## src/rtl/ysyx_22040895_ifu_pf.sv

```systemverilog
// Decoupled prefetching instruction-fetch unit: sequential imem requests, in-order
// responses buffered in a DEPTH-entry queue, redirect flushes and restarts fetch.
module ysyx_22040895_ifu_pf #(
  parameter int              XLEN     = 64,
  parameter int              INST_W   = 32,
  parameter int              DEPTH    = 4,
  parameter logic [XLEN-1:0] RESET_PC = 64'h80000000
) (
  input  logic              clk,
  input  logic              rst,
  output logic              imem_req_valid,
  input  logic              imem_req_ready,
  output logic [XLEN-1:0]   imem_req_addr,
  input  logic              imem_resp_valid,
  input  logic [INST_W-1:0] imem_resp_data,
  input  logic              redirect_valid,
  input  logic [XLEN-1:0]   redirect_pc,
  output logic              out_valid,
  input  logic              out_ready,
  output logic [INST_W-1:0] out_inst,
  output logic [XLEN-1:0]   out_pc
);
  localparam int AW = $clog2(DEPTH);
  localparam int CW = AW + 1;
  localparam logic [CW-1:0] FULL_C   = CW'(DEPTH);
  localparam logic [CW:0]   CREDIT_C = (CW+1)'(DEPTH);

  logic [XLEN-1:0]   r_fetch_pc;
  logic [XLEN-1:0]   r_rsp_pc;
  logic [CW-1:0]     r_occ;
  logic [CW-1:0]     r_outstanding;
  logic [CW-1:0]     r_drop_cnt;
  logic [AW-1:0]     r_wr_ptr;
  logic [AW-1:0]     r_rd_ptr;
  logic [XLEN-1:0]   r_q_pc   [DEPTH];
  logic [INST_W-1:0] r_q_inst [DEPTH];

  logic [CW:0]   w_credit;
  logic          w_fire;
  logic          w_push;
  logic          w_pop;
  logic [CW-1:0] w_outstanding_next;

  // Requests are only issued when a queue slot is reserved for the response.
  assign w_credit           = {1'b0, r_occ} + {1'b0, r_outstanding};
  assign imem_req_valid     = !rst && !redirect_valid && (w_credit < CREDIT_C);
  assign imem_req_addr      = r_fetch_pc;
  assign w_fire             = imem_req_valid && imem_req_ready;
  assign w_push             = imem_resp_valid && !redirect_valid && (r_drop_cnt == '0);
  assign out_valid          = (r_occ != '0) && !redirect_valid;
  assign w_pop              = out_valid && out_ready;
  assign out_pc             = r_q_pc[r_rd_ptr];
  assign out_inst           = r_q_inst[r_rd_ptr];
  assign w_outstanding_next = r_outstanding + CW'(w_fire) - CW'(imem_resp_valid);

  always_ff @(posedge clk or posedge rst) begin
    if (rst) begin
      r_fetch_pc    <= RESET_PC;
      r_rsp_pc      <= RESET_PC;
      r_occ         <= '0;
      r_outstanding <= '0;
      r_drop_cnt    <= '0;
      r_wr_ptr      <= '0;
      r_rd_ptr      <= '0;
    end else if (redirect_valid) begin
      // Everything still in flight after this cycle belongs to the old path.
      r_fetch_pc    <= redirect_pc;
      r_rsp_pc      <= redirect_pc;
      r_occ         <= '0;
      r_wr_ptr      <= '0;
      r_rd_ptr      <= '0;
      r_outstanding <= w_outstanding_next;
      r_drop_cnt    <= r_outstanding - CW'(imem_resp_valid);
    end else begin
      if (w_fire) begin
        r_fetch_pc <= r_fetch_pc + XLEN'(4);
      end
      if (w_push) begin
        r_rsp_pc <= r_rsp_pc + XLEN'(4);
        r_wr_ptr <= r_wr_ptr + AW'(1);
      end
      if (w_pop) begin
        r_rd_ptr <= r_rd_ptr + AW'(1);
      end
      if (imem_resp_valid && (r_drop_cnt != '0)) begin
        r_drop_cnt <= r_drop_cnt - CW'(1);
      end
      r_occ         <= r_occ + CW'(w_push) - CW'(w_pop);
      r_outstanding <= w_outstanding_next;
    end
  end

  always_ff @(posedge clk or posedge rst) begin
    if (rst) begin
      for (int i = 0; i < DEPTH; i++) begin
        r_q_pc[i]   <= '0;
        r_q_inst[i] <= '0;
      end
    end else if (w_push) begin
      r_q_pc[r_wr_ptr]   <= r_rsp_pc;
      r_q_inst[r_wr_ptr] <= imem_resp_data;
    end
  end

  a_no_push_when_full: assert property (@(posedge clk) disable iff (rst)
    !(w_push && (r_occ == FULL_C)));

endmodule

```

## config.mk

```make
export PLATFORM = sky130hd
export DESIGN_NAME = ysyx_22040895_ifu_pf
export DESIGN_NICKNAME = d
export VERILOG_FILES = /design/src/rtl/ysyx_22040895_ifu_pf.sv
export SDC_FILE = /design/constraint.sdc
export NUM_CORES = 1
export LEC_CHECK = 0
export ABC_CLOCK_PERIOD_IN_PS = 25600
export CAP_MARGIN = 5
export CORE_ASPECT_RATIO = 0.9
export CORE_MARGIN = 3
export CORE_UTILIZATION = 45
export DETAILED_ROUTE_END_ITERATION = 10
export PLACE_DENSITY = 0.66
export SLEW_MARGIN = 10
export SYNTH_ARGS = -nofsm -noshare
export SYNTH_HDL_FRONTEND = slang
export SYNTH_SLANG_ARGS = --single-unit
```

## constraint.sdc

```tcl
create_clock -name clk -period 25.6 [get_ports clk]
set_clock_uncertainty 0.15 [all_clocks]
set_input_delay 5.12 -clock clk [delete_from_list [all_inputs] [get_ports clk]]
set_output_delay 5.12 -clock clk [all_outputs]
set_load 0.005 [all_outputs]
```

**Word level (Yosys, flattened, before mapping)**

Index checks and enable logic that the tools add are counted.

- Register bits: 525
- Input port bits: 102
- Output and inout bits: 162
- Word-level logic and storage cells: 73

- $add $sub $neg: 11
- $lt $le $gt $ge: 4
- Multiplexer cells: 23
- Bitwise gates (word level): 2
- Reductions and logical operators: 18

Operator list:

| cell | number |
|---|---|
| 64-bit two-way mux | 7 |
| 256-bit bitwise mux | 1 |
| 64-bit by 3-bit adder with 64-bit output (second input constant) | 2 |
| 64-bit binary-select mux with 2-bit select | 1 |
| 128-bit bitwise mux | 1 |
| 64-bit demux with 2-bit select | 1 |
| 32-bit two-way mux | 3 |
| 32-bit binary-select mux with 2-bit select | 1 |
| 32-bit demux with 2-bit select | 1 |
| 1-bit logical AND | 9 |
| 3-bit two-way mux | 3 |
| 3-bit by 1-bit subtractor with 3-bit output | 3 |
| 2-bit two-way mux | 4 |
| 2-bit nonzero test | 4 |
| 3-bit by 1-bit adder with 3-bit output | 2 |
| 3-bit greater-or-equal comparator (second input constant) | 2 |
| 2-bit inverter with 3-bit output | 2 |
| 3-bit nonzero test | 2 |
| 2-bit by 1-bit adder with 2-bit output (second input constant) | 2 |
| 3-bit by 3-bit adder with 4-bit output | 1 |
| 4-bit by 3-bit < comparator with 1-bit output (second input constant) | 1 |
| 3-bit zero test | 1 |
| 3-bit by 1-bit < comparator with 1-bit output (second input constant) | 1 |
| 3-bit by 1-bit subtractor with 3-bit output (second input constant) | 1 |
| 1-bit zero test | 2 |

**Logic depth before layout (Yosys ltp)**

- Depth in word-level cells: 6
- Gate-level depth with buffers: 14
- Mapped depth without buffers: 12

**Least setup slack after synthesis**

OpenSTA, ideal clock, no wires.

- Kind: input -> output
- Start point: input port redirect_valid
- End point: output port out_valid
- Arrival: 6271 ps
- Data required time: 20330 ps
- Slack: 14059 ps
- Stages on the path: 5
- Path buffers: 4
- Cells stage by stage: clkbuf_1 -> clkbuf_1 -> clkbuf_1 -> buf_1 -> nor2_1

- Longest elaborated chain between the ends: 2

RTL lines:

| item | RTL line | source |
|---|---|---|
| start: declaration | 16 | `input logic redirect_valid,` |
| 1-bit zero test | 50 | `assign out_valid = (r_occ != '0) && !redirect_valid;` |
| 1-bit logical AND | 50 |  |
| end: declaration | 18 | `output logic out_valid,` |

No other way between the ends.

**Worst setup path after layout**

- Start point: input port rst
- End point: output port imem_req_valid

- Longest elaborated chain between the ends: 3

RTL lines:

| item | RTL line | source |
|---|---|---|
| start: declaration | 10 | `input logic rst,` |
| 1-bit zero test (no line) | n/a |  |
| 1-bit logical AND (2 in a row) | 46 | `assign imem_req_valid = !rst && !redirect_valid && (w_credit < CREDIT_C);` |
| end: declaration | 11 | `output logic imem_req_valid,` |

No other way between the ends.

==> run_results.csv <==
group,metric,value,unit
status,outcome,"complete, no violations",
timing,fin_tns_setup,0,ps
min_path,min_from,"r_q_pc[129]",
global_routing,antenna_found_initial,0,
logic_synthesis,postSynthCellCount,1979,
critical_path,path_class,"in -> out",
finish,drive_gt1_frac,0.2747,
logic_synthesis,synthesis.nets,2099,
timing,fin_crit_sh,0.4591,
logic_synthesis,synth_top_area_cell,"dfrtp_1",
critical_path,slowest_delay,520,ps
clocking,cts_buffers,54,
logic_synthesis,synth_seq_cells,525,
finish,final_cells,2918,
critical_path,r2r_slack,22030,ps
route,vias,17513,
route,wl,67290,um
clocking,cts-hold-fix-buffers,0,
critical_path,arrival,6480,ps
clocking,clk_latency,590,ps
timing,slew_headroom,0.2485,
critical_path,worstPathRequired,20330,ps
min_path,hold_depth,2,
timing,slew_violations,0,
timing,finalSetupViolCount,0,
global_routing,grt_pass1_vias,17728,
timing,max_freq,85.08,MHz
place,placed_cells,2823,
power,ir_worst_vdd,0.00005649,V
clocking,cts_setup_buffers,0,
clocking,clk_path_buf_depth,3,
logic_synthesis,synth_cell_types,57,
finish,area_delta_synth_final,19.76,%
logic_synthesis,yosysMostFrequentCell,"dfrtp_1",
critical_path,rr_startpoint,"r_occ[1]",
place,portBuffers,263,
route,wire_per_inst,23.06,um
finish,n_antenna_cell,0,
route,antenna_left,0,
logic_synthesis,ys_async_sr_fraction,1.000,
clocking,cts_root_buffer,"clkbuf_16",
critical_path,path_common_cell,"clkdlybuf4s50_1",
die,die_height,229.9,um
die,dieWidth,254.8,um
critical_path,path_cells,"clkdlybuf4s50_1, nor2_1, and3_1, clkdlybuf4s50_1",
logic_synthesis,synth_edf_count,0,
finish,fin_nets,2295,
global_routing,grt_use_met1,0.3277,
critical_path,crit_start,"rst",
finish,nFillCells,4591,
route,drc,0,
timing,tightest_slew,1127,ps
die,dieArea,58580,um2
clocking,cts_tree,"done",
power,leakage,13.08,nW
min_path,hold_path.class,"reg -> reg",
critical_path,r2r_cells,8,
logic_synthesis,ys.flop_type,"dfrtp_1",
global_routing,use_met3,0.03766,
die,rows,81,
critical_path,crit_fanout,2,
logic_synthesis,syn_area,25070,um2
finish,final_util,0.5485,
logic_synthesis,syn_avg_cell_area,12.67,um2
global_routing,grt_pass1_wl,105400,um
timing,rsz0062_at_grt,"false",
logic_synthesis,synth_top_cell_area_share,0.5221,
global_routing,grt_max_degree,210,
min_path,holdPathEnd,"r_q_pc[129]",
clocking,clock_sinks,525,
place,routabilityCongestion,0.8712,
die,core,54730,um2
logic_synthesis,ys_seq_area_frac,0.5242,
critical_path,slowest_stage,"clkdlybuf4s50_1",
logic_synthesis,synthTopCellsByArea,"dfrtp_1 (52%), mux2_2 (17%), mux4_2 (8.6%), nand2_1 (2.3%), o21ai_0 (2.0%)",
timing,hold_viol,0,
timing,min_period,11750,ps
global_routing,met2_usage,0.3697,
place,hpwl,44290,um
global_routing,grt-ovfl-total,0,
critical_path,reg2reg_to,"imem_req_addr[45]",
clocking,cts.reportedPaths.clkPinSlew,60,ps
clocking,postCtsResizedCells,0,
logic_synthesis,synth_commonest_cells,"dfrtp_1 (523), mux2_2 (374), nand2_1 (154), o21ai_0 (99), mux4_2 (96)",
clocking,htree_levels,2,
critical_path,end_kind,"primary output",
job,cap_violations,0,
route,drt-pass1-iter-count,6,
route,drt_iter0_drc,1271,
global_routing,top_usage_layer,"met2",
critical_path,start_kind,"primary input",
die,initial_utilization,0.4580,
route,vias_per_cell,6.002,
die,boundaryPins,264,
logic_synthesis,yosys_warnings,0,
power,powerDensity,92.22,nW/um2
global_routing,grt_use_total,0.2306,
where the power goes:
group | total, mW | internal [mW] | switching, mW
sequential | 1.16 | 1.01 | 0.144
clock | 0.798 | 0.469 | 0.328
combinational | 0.815 | 0.510 | 0.305
per-stage QoR:
stage / worst slack, ps / power (mW) / instance area, um2 / hold slack, ps
finish: 13850 / 2.768 / 30020 / 327.2
global placement: 13840 / 1.965 / 28210 / 306.4
CTS: 13840 / 2.801 / 29990 / 332.1
floorplan: 5665 / 1.578 / 25070 / 294.6
detailed placement: 13840 / 1.995 / 28210 / 317.1
global route: 13740 / 2.913 / 30020 / 349.7
cells in the final DEF (no fill, tap or decap), types with 12 or more instances in the layout:
master and instances:
nand3_1 82, nor2_1 68, nor4_1 12, a31oi_1 30, clkbuf_16 54, clkdlybuf4s50_1 262
o21ai_0 99, o211ai_1 26, mux2_2 374, inv_1 31, xor2_1 32, or4_1 24
nand4_1 64, a21oi_1 14, buf_4 19, mux4_2 96, or3_1 21, nor3_1 27
dfrtp_1 521, and2_1 14, xnor2_1 23, clkbuf_8 15, ha_1 16, o311ai_0 12
nand2_1 150
cell families (layout without fill, tap and decap cells):
logic type	after synthesis	after routing	share of synthesized area
and+or+nand+nor	517	517	0.1101
buffers and inverters	177	411	0.02825
muxes	479	479	0.2579
AOI/OAI and AO/OA	208	208	0.05076
DFF	525	525	0.5242
xor gates and xnor gates	55	55	0.01922
adders and majority gates	18	18	0.009584
metal layers:
metal / vias to the layer above / share of wire
met2: 569 / 0.48
met1: 9124 / 0.44
li1: 7730 / -
met5: - / 0
met3: 90 / 0.062
met4: 0 / 0.022
state kept, by name, summed over array words and instances, names as in the netlist:
name and flops:
r_q_inst 128, imem_req_addr 64, r_drop_cnt 3, r_q_pc 256, r_outstanding 3, r_wr_ptr 2
r_occ 3, r_rsp_pc 64, r_rd_ptr 2
cell type report:
cell class,count,area (um2),share of cell area
sequential,525,13150,0.4380
multi-input combinational,1277,11260,0.3750
timing repair buffer,283,2813,0.09370
clock buffer,79,1595,0.05314
tap,705,882.1,0.02938
clock inverter,15,190.2,0.006335
inverter,34,135.1,0.004502
how the worst max path moves through the flow:
stage               slack [ps]  cells past startpoint                to
floorplan                 5660                      1  imem_req_addr[0]
global placement         13840                      4    imem_req_valid
detailed placement       13840                      4    imem_req_valid
CTS                      13840                      4    imem_req_valid
global route             13740                      4    imem_req_valid
finish                   13850                      4    imem_req_valid
critical path, delay by kind of cell:
| family | cells | cell delay [ps] |
|---|---|---|
| buf+inv | 2 | 1010 |
| simple gates | 2 | 350 |
Note: power is estimated with default switching activity, not from simulation.
==> edit, RTL diff (config.mk and constraints unchanged) <==
Set the parameter `DEPTH` to 2 (it was 4).
--- a/src/rtl/ysyx_22040895_ifu_pf.sv
+++ b/src/rtl/ysyx_22040895_ifu_pf.sv
@@ -5,3 +5,3 @@
   parameter int              INST_W   = 32,
-  parameter int              DEPTH    = 4,
+  parameter int              DEPTH    = 2,
   parameter logic [XLEN-1:0] RESET_PC = 64'h80000000
Function: changed (a bounded check fails within 4 cycles, from zero or initial values and one cycle with rst high).
==> edit against the unedited design <==
  * Worst setup slack lost 0.73 ns
  * Final area shrank 32%
  * Total power shrank 30%
  * Area after synthesis shrank 35%
  * Sequential cell count shrank 197
  * Sequential power shrank 32%
  * Combinational power shrank 25%
  * Routed wire length shrank 31%
  * Global-route usage grew 0.74 points
  * Die area shrank 34%
==> edit: results <==
set metrics [dict create \
    yosysUniqueCellTypes 55 \
    viasPerCell 5.88 \
    largest_reg_flops 128 \
    m1WireLength_um 20600 \
    ctsResizeCount 0 \
    place_ws_ns 13.16 \
    fillers 2981 \
    synth_fa_ha_area_frac 0.00736 \
    synth_xor_area_frac 0.0317 \
    first_pass_iters 6 \
    wl_met3_um 3210 \
    synth_compound_area_frac 0.0743 \
    grt_usage 0.238 \
    cts_buffers 36 \
    worstSkewPairLatency_ns 0.52 \
    final_nets 1811 \
    leakagePower_nw 8.43 \
    portBuffers 263 \
    grt_max_degree 111 \
    initialDrtViolationCount 956 \
    grt_first_pass_wirelength_um 73100 \
    synth.cells.most_frequent "dfrtp_1, mux2_2, nand2_1, o21ai_0, clkbuf_1" \
    status "finished, final reports clean" \
    top_register "r_q_pc" \
    min_from "r_q_pc[1]" \
    dp_hpwl_um 32300 \
    r2r_end "imem_req_addr[24]" \
    holdWs_ns 0.324 \
    drt-total-wl_um 46500 \
    muxShareOfSynthArea 0.204 \
    crit_arrival_ns 7.21 \
    wl_per_cell_um 21.2 \
    rrSetupSlack_ns 22.02 \
    syn_inst 1469 \
    ys_seq_area_frac 0.503 \
    ir_worst_vdd_uv 48.0 \
    yosys-top-cells-area "dfrtp_1, mux2_2, nand2_1" \
    gp_congestion 0.863 \
    whs_endpoint "r_q_pc[1]" \
    wl_met2_um 21400 \
    syn_nets 1580 \
    r2r-start "r_occ[0]" \
]
-- edit: cell types whose count changed in the layout (fill, tap and decap cells not counted), moves of 20 or more --
cell | unedited run | this run
a31oi_1 | 30 | 7
nor4_1 | 12 | 34
nor2_1 | 68 | 45
mux4_2 | 96 | 0
mux2_2 | 374 | 284
dfrtp_1 | 521 | 325
xnor2_1 | 23 | 43
-- edit: metrics by stage --
| step | power, mW | utilization | instance area [µm²] |
|---|---|---|---|
| finish | 1.93 | 0.580 | 20500 |
| global route | 2.03 | 0.580 | 20500 |
| CTS | 1.95 | 0.580 | 20500 |
| detailed placement | 1.41 | 0.547 | 19300 |
| global placement | 1.39 | 0.547 | 19300 |
| floorplan | 1.09 | - | 16300 |
-- edit: cell type report --
cell class / count / area share
Timing Repair Buffer: 283 / 0.135
Clock inverter: 10 / 0.00713
Inverter: 41 / 0.00787
Sequential cell: 328 / 0.400
Clock buffer: 51 / 0.0506
Tap cell: 469 / 0.0286
Multi-Input combinational cell: 1010 / 0.370
-- edit: cells by family (layout without fill, tap and decap cells) --
logic type / Yosys count / in the layout
compound gates: 186 / 186
xor+xnor: 59 / 59
fa+ha+maj: 9 / 9
buf+inv: 131 / 385
flops: 328 / 328
mux: 297 / 297
simple gates: 459 / 459
-- edit: routing by layer --
layer | up-vias | GRT usage
li1 | 5862 | -
met1 | 6451 | 0.343
met2 | 503 | 0.370
met3 | 69 | 0.0406
met4 | 0 | 0.0710
met5 | - | 0
-- edit: power breakdown --
part	leakage [nW]	total, mW	internal, mW	switching [mW]
combinational	3.78	0.611	0.394	0.216
sequential	4.07	0.790	0.677	0.113
clock	0.576	0.525	0.314	0.211
-- edit: how the worst max path moves through the flow --
stage / start / slack (ns) / to / depth (start not counted)
final: rst / 13.12 / imem_req_valid / 4
after global routing: rst / 13.08 / imem_req_valid / 4
after CTS: rst / 13.15 / imem_req_valid / 4
after detailed placement: rst / 13.16 / imem_req_valid / 4
after global placement: rst / 13.17 / imem_req_valid / 4
after floorplan: rst / 11.25 / imem_req_addr[0] / 1
-- edit: critical path: stages --
cell and delay [ns]:
clkdlybuf4s50_1 0.60, or4_1 0.66, inv_1 0.26, clkdlybuf4s50_1 0.57
